==> config.mk <==
export PLATFORM = sky130hd
export DESIGN_NAME = vga_sync_gen
export DESIGN_NICKNAME = d
export VERILOG_FILES = /design/src/rtl/vga_timing_pkg.sv /design/src/rtl/vga_tick_div.sv /design/src/rtl/vga_sync_gen.sv
export SDC_FILE = /design/constraint.sdc
export NUM_CORES = 1
export LEC_CHECK = 0
export CORE_MARGIN = 2
export CORE_UTILIZATION = 55
export DETAILED_ROUTE_END_ITERATION = 8
export GPL_TIMING_DRIVEN = 0
export PLACE_DENSITY = 0.88
export RECOVER_POWER = 100
export SETUP_SLACK_MARGIN = 0.05
export SYNTH_ARGS = -nofsm -noshare
export SYNTH_HDL_FRONTEND = slang
export SYNTH_HIERARCHICAL = 1
export SYNTH_SLANG_ARGS = --single-unit
==> constraint.sdc <==
create_clock -name clk -period 3.2 [get_ports clk]
set_input_delay 0.64 -clock clk [delete_from_list [all_inputs] [get_ports clk]]
set_output_delay 0.64 -clock clk [all_outputs]
set_load 0.02 [all_outputs]
==> src/rtl/vga_timing_pkg.sv <==
// Shared 640x480@60 VGA raster constants and the per-axis phase encoding.
// Consumed by vga_sync_gen and vga_tick_div.
package vga_timing_pkg;

  localparam int CNT_W = 10;

  localparam int H_DISPLAY = 640;
  localparam int H_FRONT   = 16;
  localparam int H_SYNC    = 96;
  localparam int H_BACK    = 48;
  localparam int H_TOTAL   = H_DISPLAY + H_FRONT + H_SYNC + H_BACK;

  localparam int V_DISPLAY = 480;
  localparam int V_FRONT   = 10;
  localparam int V_SYNC    = 2;
  localparam int V_BACK    = 33;
  localparam int V_TOTAL   = V_DISPLAY + V_FRONT + V_SYNC + V_BACK;

  localparam int H_SYNC_START = H_DISPLAY + H_FRONT;
  localparam int H_SYNC_END   = H_SYNC_START + H_SYNC - 1;
  localparam int V_SYNC_START = V_DISPLAY + V_FRONT;
  localparam int V_SYNC_END   = V_SYNC_START + V_SYNC - 1;

  typedef enum logic [1:0] {
    PH_ACTIVE,
    PH_FRONT,
    PH_SYNC,
    PH_BACK
  } phase_e;

endpackage

==> src/rtl/vga_tick_div.sv <==
// Pixel-tick divider: a one-clock p_tick every CLK_DIV system clocks.
// p_tick is registered and is high exactly while the divider count equals CLK_DIV-1.
module vga_tick_div
  import vga_timing_pkg::*;
#(
  parameter int CLK_DIV = 4
) (
  input  logic clk,
  input  logic reset,
  output logic p_tick
);

  localparam int W = (CLK_DIV > 2) ? $clog2(CLK_DIV) : 1;
  localparam logic [W-1:0] DIV_LAST = W'(CLK_DIV - 1);
  localparam logic [W-1:0] DIV_PRE  = W'(CLK_DIV - 2);

  logic [W-1:0] div_cnt_q, div_cnt_d;
  logic         tick_q, tick_d;

  always_comb begin
    div_cnt_d = (div_cnt_q == DIV_LAST) ? '0 : div_cnt_q + 1'b1;
    // Pre-decoding one count early lets the pulse come straight from a flop.
    tick_d    = (div_cnt_q == DIV_PRE);
  end

  always_ff @(posedge clk) begin
    if (!reset) begin
      div_cnt_q <= '0;
      tick_q    <= 1'b0;
    end else begin
      div_cnt_q <= div_cnt_d;
      tick_q    <= tick_d;
    end
  end

  assign p_tick = tick_q;

endmodule

==> src/rtl/vga_sync_gen.sv <==
// VGA raster timing: pixel tick, x/y scan counters, hsync/vsync/video_on and frame_start.
// Define VGA_SYNC_DELAY_EN to delay hsync/vsync/video_on by one pixel tick.
module vga_sync_gen
  import vga_timing_pkg::phase_e, vga_timing_pkg::PH_ACTIVE, vga_timing_pkg::PH_FRONT,
         vga_timing_pkg::PH_SYNC, vga_timing_pkg::PH_BACK, vga_timing_pkg::CNT_W;
#(
  parameter int CLK_DIV   = 4,
  parameter int H_DISPLAY = vga_timing_pkg::H_DISPLAY,
  parameter int H_FRONT   = vga_timing_pkg::H_FRONT,
  parameter int H_SYNC    = vga_timing_pkg::H_SYNC,
  parameter int H_BACK    = vga_timing_pkg::H_BACK,
  parameter int V_DISPLAY = vga_timing_pkg::V_DISPLAY,
  parameter int V_FRONT   = vga_timing_pkg::V_FRONT,
  parameter int V_SYNC    = vga_timing_pkg::V_SYNC,
  parameter int V_BACK    = vga_timing_pkg::V_BACK
) (
  input  logic       clk,
  input  logic       reset,
  output logic       p_tick,
  output logic [9:0] x,
  output logic [9:0] y,
  output logic       video_on,
  output logic       hsync,
  output logic       vsync,
  output logic       frame_start
);

  localparam int H_TOTAL = H_DISPLAY + H_FRONT + H_SYNC + H_BACK;
  localparam int V_TOTAL = V_DISPLAY + V_FRONT + V_SYNC + V_BACK;

  localparam logic [CNT_W-1:0] H_LAST     = CNT_W'(H_TOTAL - 1);
  localparam logic [CNT_W-1:0] H_FRONT_AT = CNT_W'(H_DISPLAY);
  localparam logic [CNT_W-1:0] H_SYNC_AT  = CNT_W'(H_DISPLAY + H_FRONT);
  localparam logic [CNT_W-1:0] H_BACK_AT  = CNT_W'(H_DISPLAY + H_FRONT + H_SYNC);
  localparam logic [CNT_W-1:0] V_LAST     = CNT_W'(V_TOTAL - 1);
  localparam logic [CNT_W-1:0] V_FRONT_AT = CNT_W'(V_DISPLAY);
  localparam logic [CNT_W-1:0] V_SYNC_AT  = CNT_W'(V_DISPLAY + V_FRONT);
  localparam logic [CNT_W-1:0] V_BACK_AT  = CNT_W'(V_DISPLAY + V_FRONT + V_SYNC);

  if (H_TOTAL > 1024 || V_TOTAL > 1024) begin : g_bad_total
    $error("vga_sync_gen: H_TOTAL and V_TOTAL must fit a 10-bit counter");
  end
  if (CLK_DIV < 2) begin : g_bad_div
    $error("vga_sync_gen: CLK_DIV must be at least 2");
  end

  logic tick;

  vga_tick_div #(
    .CLK_DIV(CLK_DIV)
  ) u_tick_div (
    .clk   (clk),
    .reset (reset),
    .p_tick(tick)
  );

  logic [CNT_W-1:0] x_q, x_d, y_q, y_d;

  always_comb begin
    x_d = x_q;
    y_d = y_q;
    if (tick) begin
      if (x_q == H_LAST) begin
        x_d = '0;
        y_d = (y_q == V_LAST) ? '0 : y_q + 1'b1;
      end else begin
        x_d = x_q + 1'b1;
      end
    end
  end

  // Axis 0 is horizontal (steps every tick), axis 1 vertical (steps on line wrap).
  logic [1:0]            adv;
  logic [1:0][CNT_W-1:0] pos_d;
  logic [1:0]            active_d;
  logic [1:0]            sync_d;

  assign adv   = {tick & (x_q == H_LAST), tick};
  assign pos_d = {y_d, x_d};

  genvar gi;
  for (gi = 0; gi < 2; gi++) begin : g_axis
    localparam logic [CNT_W-1:0] FRONT_AT = (gi == 0) ? H_FRONT_AT : V_FRONT_AT;
    localparam logic [CNT_W-1:0] SYNC_AT  = (gi == 0) ? H_SYNC_AT  : V_SYNC_AT;
    localparam logic [CNT_W-1:0] BACK_AT  = (gi == 0) ? H_BACK_AT  : V_BACK_AT;

    phase_e ph_q, ph_d;

    // Decoded from the next counter value so the phase flips on the same edge as x/y.
    always_comb begin
      ph_d = ph_q;
      if (adv[gi]) begin
        case (ph_q)
          PH_ACTIVE: if (pos_d[gi] == FRONT_AT) ph_d = PH_FRONT;
          PH_FRONT:  if (pos_d[gi] == SYNC_AT)  ph_d = PH_SYNC;
          PH_SYNC:   if (pos_d[gi] == BACK_AT)  ph_d = PH_BACK;
          PH_BACK:   if (pos_d[gi] == '0)       ph_d = PH_ACTIVE;
          default:   ph_d = PH_ACTIVE;
        endcase
      end
    end

    always_ff @(posedge clk) begin
      if (!reset) begin
        ph_q <= PH_ACTIVE;
      end else begin
        ph_q <= ph_d;
      end
    end

    assign active_d[gi] = (ph_d == PH_ACTIVE);
    assign sync_d[gi]   = (ph_d == PH_SYNC);
  end

  logic hsync_q, vsync_q, video_q;

  always_ff @(posedge clk) begin
    if (!reset) begin
      x_q     <= '0;
      y_q     <= '0;
      hsync_q <= 1'b1;
      vsync_q <= 1'b1;
      video_q <= 1'b1;
    end else begin
      x_q     <= x_d;
      y_q     <= y_d;
      hsync_q <= ~sync_d[0];
      vsync_q <= ~sync_d[1];
      video_q <= &active_d;
    end
  end

`ifdef VGA_SYNC_DELAY_EN
  logic hsync_dly_q, vsync_dly_q, video_dly_q;

  // Lags the raster by one pixel to line up with a registered rgb path.
  always_ff @(posedge clk) begin
    if (!reset) begin
      hsync_dly_q <= 1'b1;
      vsync_dly_q <= 1'b1;
      video_dly_q <= 1'b0;
    end else if (tick) begin
      hsync_dly_q <= hsync_q;
      vsync_dly_q <= vsync_q;
      video_dly_q <= video_q;
    end
  end

  assign hsync    = hsync_dly_q;
  assign vsync    = vsync_dly_q;
  assign video_on = video_dly_q;
`else
  assign hsync    = hsync_q;
  assign vsync    = vsync_q;
  assign video_on = video_q;
`endif

  assign p_tick      = tick;
  assign x           = x_q;
  assign y           = y_q;
  assign frame_start = tick & (x_q == H_LAST) & (y_q == V_LAST);

endmodule

==> impl_metrics.json <==
{
  "cts.root.buffer_cell": "clkbuf_8",
  "clockBufferDepth": 2,
  "antenna_found_initial": 0,
  "synth_mux_area_share_pct": 1.54,
  "synth_top_family_by_area": "simple AND/OR/NAND/NOR gates",
  "gp_congestion": 0.984,
  "fin_tns_setup_ps": 0,
  "synth_seq_cells": 30,
  "path_cells": "buf_6 > or4b_4 > or3_1 > clkbuf_1 > nor2_1 > dlygate4sd2_1",
  "clock_latency_ps": 290,
  "hp-class": "reg -> reg",
  "clock-sinks": 30,
  "synthAdderAreaFrac_pct": 3.07,
  "skew_ps": 5.56,
  "max_stage_delay_ps": 560,
  "stdcell_count": 335,
  "dpl.cell_count": 327,
  "intPower_uw": 551,
  "synth_nets": 260,
  "power_frac_seq_pct": 52.5,
  "ys_seq_area_share_pct": 29.5,
  "pwr-share-clk_pct": 39.7,
  "drive_above_1_share_pct": 11.1,
  "rsz0062_at_grt": "no",
  "synth_compound_area_share_pct": 21.6,
  "synth.distinct_cells": 54,
  "final.min_clock_period_ps": 3090,
  "slowest_stage": "or4b_4",
  "layout_setup_ws_ps": 109,
  "comb_power_share_pct": 7.8,
  "switching_share_pct": 25.4,
  "vdd_ir_drop_max_v": 0.000269,
  "finalHoldViolCount": 0,
  "wl_mm": 4.97,
  "syn_inst": 253,
  "track_usage_pct": 24.6,
  "die_w_um": 64.8,
  "start_util_pct": 56.5,
  "timing.hold.ws_ps": 460,
  "grt_overflow": 0,
  "dieArea_um2": 4200,
  "synth.most_common_cell": "dfxtp_1",
  "relSlewSlack_pct": 53.6,
  "setup_viol": 0,
  "synth_top_area_share_pct": 29.5,
  "cap_violations": 0,
  "num_io_pins": 27,
  "worst_pin_slew_ps": 691,
  "final_nets": 294,
  "h-tree-depth": 2,
  "antenna_cells": 0,
  "cp-start-kind": "flip-flop",
  "yosys-top-cells-count": "dfxtp_1, nand2_1, nor2_1",
  "cts_hold_buf": 0,
  "p_leak_uw": 0.000894,
  "synth_simple_gate_area_share_pct": 32.8,
  "numCtsBuffers": 5,
  "grt_pass1_wl_mm": 8.09,
  "hpwl_mm": 3.42,
  "yosysWarningCount": 6,
  "synth_top_cell_by_area": "dfxtp_1",
  "design.core.area_um2": 3610,
  "clkTransAtPathRegs_ps": 60,
  "drt_iter0_markers": 219,
  "status": "complete, no violations",
  "wl_per_cell_um": 14.8,
  "io_buffers": 26,
  "vias": 2055,
  "synthTopCellsByArea": "dfxtp_1, nand2_1, xnor2_1",
  "dp_slack_ps": 145,
  "syn_area_um2": 2040,
  "die_height_um": 64.8,
  "finalPower_uw": 739,
  "crit_arrival_ps": 2450,
  "synth_xor_area_share_pct": 6.88,
  "grt_pass1_vias": 1760,
  "period_share_pct": 96.6,
  "tritoncts": "done",
  "fmax_ghz": 0.324,
  "synth_ff_type": "dfxtp_1",
  "syn_to_final_growth_pct": 21.6,
  "post-route-drc-count": 0,
  "rows": 22,
  "worst_ep_required_time_ps": 2560,
  "synth_edf_count": 0,
  "async_reset_ff_share_pct": 0,
  "post_drt_via_cell_ratio": 6.13,
  "maxSlewViolCount": 0,
  "grt_max_degree": 11,
  "path_class": "reg -> out",
  "ant_nets": 0,
  "p_per_area_nw_per_um2": 299,
  "synth.avg_cell_area_um2": 8.05,
  "worstPathMaxFanout": 10,
  "cp-end-kind": "output port",
  "first_pass_iters": 8,
  "switchingPower_uw": 188
}
power groups by stage:
stage	sequential, uW	clock (uW)	combinational [uW]
after floorplan	398	0	38.0
after global placement	395	0	56.9
after detailed placement	396	0	58.3
after CTS	387	296	59.0
after global routing	389	307	63.7
final	388	293	57.8
worst max-delay path: cells and delay by family, from the launching register on:
kind                   cells  cell delay, ps
buffers and inverters      3             740
flip-flops                 1             320
AND/OR/NAND/NOR            3            1100
cell type report:
class / instances / area (um2)
Tap cell: 48 / 60.1
Multi-Input combinational cell: 200 / 1370
Sequential cell: 30 / 604
Clock buffer: 5 / 68.8
Timing Repair Buffer: 27 / 267
Buffer: 17 / 72.6
Fill cell: 293 / 1130
Inverter: 6 / 22.5
Clock inverter: 2 / 10.0
timing repair:
action / CTS / global route
setup endpoints to repair: 1 / 4
pin swaps: 0 / 1
gates resized for setup: 1 / 15
setup buffers: 0 / 1
routing by layer:
| layer | track usage (%) | vias up | wire, um |
|---|---|---|---|
| met5 | 0 | - | 0 |
| met3 | 6.08 | 17 | 371 |
| met2 | 36.1 | 105 | 2160 |
| li1 | - | 995 | - |
| met1 | 33.1 | 938 | 2300 |
| met4 | 13.0 | 0 | 139 |
registers in the layout, indices dropped and copies added (netlist names):
name / cells
video_on: 1
x: 10
u_tick_div/div_cnt_q: 2
hsync: 1
vsync: 1
y: 10
g_axis.ph_q: 4
u_tick_div/p_tick: 1
path summary, 6_finish.rpt:
| check | cells past startpoint | endpoint | slack [ps] | start |
|---|---|---|---|---|
| worst max-delay path | 6 | frame_start | 110 | x[6] |
| worst min-delay path | 1 | u_tick_div/div_cnt_q[0] | 460 | u_tick_div/div_cnt_q[0] |
| worst max register to register | 9 | video_on | 190 | x[6] |
| worst min register to register | 1 | u_tick_div/div_cnt_q[0] | 460 | u_tick_div/div_cnt_q[0] |
placed cells by master (no fill, tap or decap), drive strengths merged, types with 6 or more instances in the layout:
master and instances:
and3 7, nand3 9, nor2b 7, nor2 16
nor3 9, nand2 29, o21ai 10, xnor2 10
nand4 7, and2 10, clkbuf 19, inv 6
dfxtp 30, a21oi 7, dlygate4sd3 25, xor2 6
cells by family (layout without fill, tap and decap cells):
kind of cell               after synthesis  after routing
and+or+nand+nor                        120            120
AOI/OAI and AO/OA                       56             56
DFF                                     30             30
buffers and inverters                   23             57
xor gates and xnor gates                16             16
adders and majority gates                5              5
muxes                                    3              3
metrics by stage:
stage / instance area, um2 / util (%)
finish: 2480 / 68.7
global route: 2480 / 68.7
CTS: 2430 / 67.5
detailed placement: 2360 / 65.3
global placement: 2360 / 65.3
floorplan: 2040 / -
No activity file was read; power rests on OpenSTA's default activity.
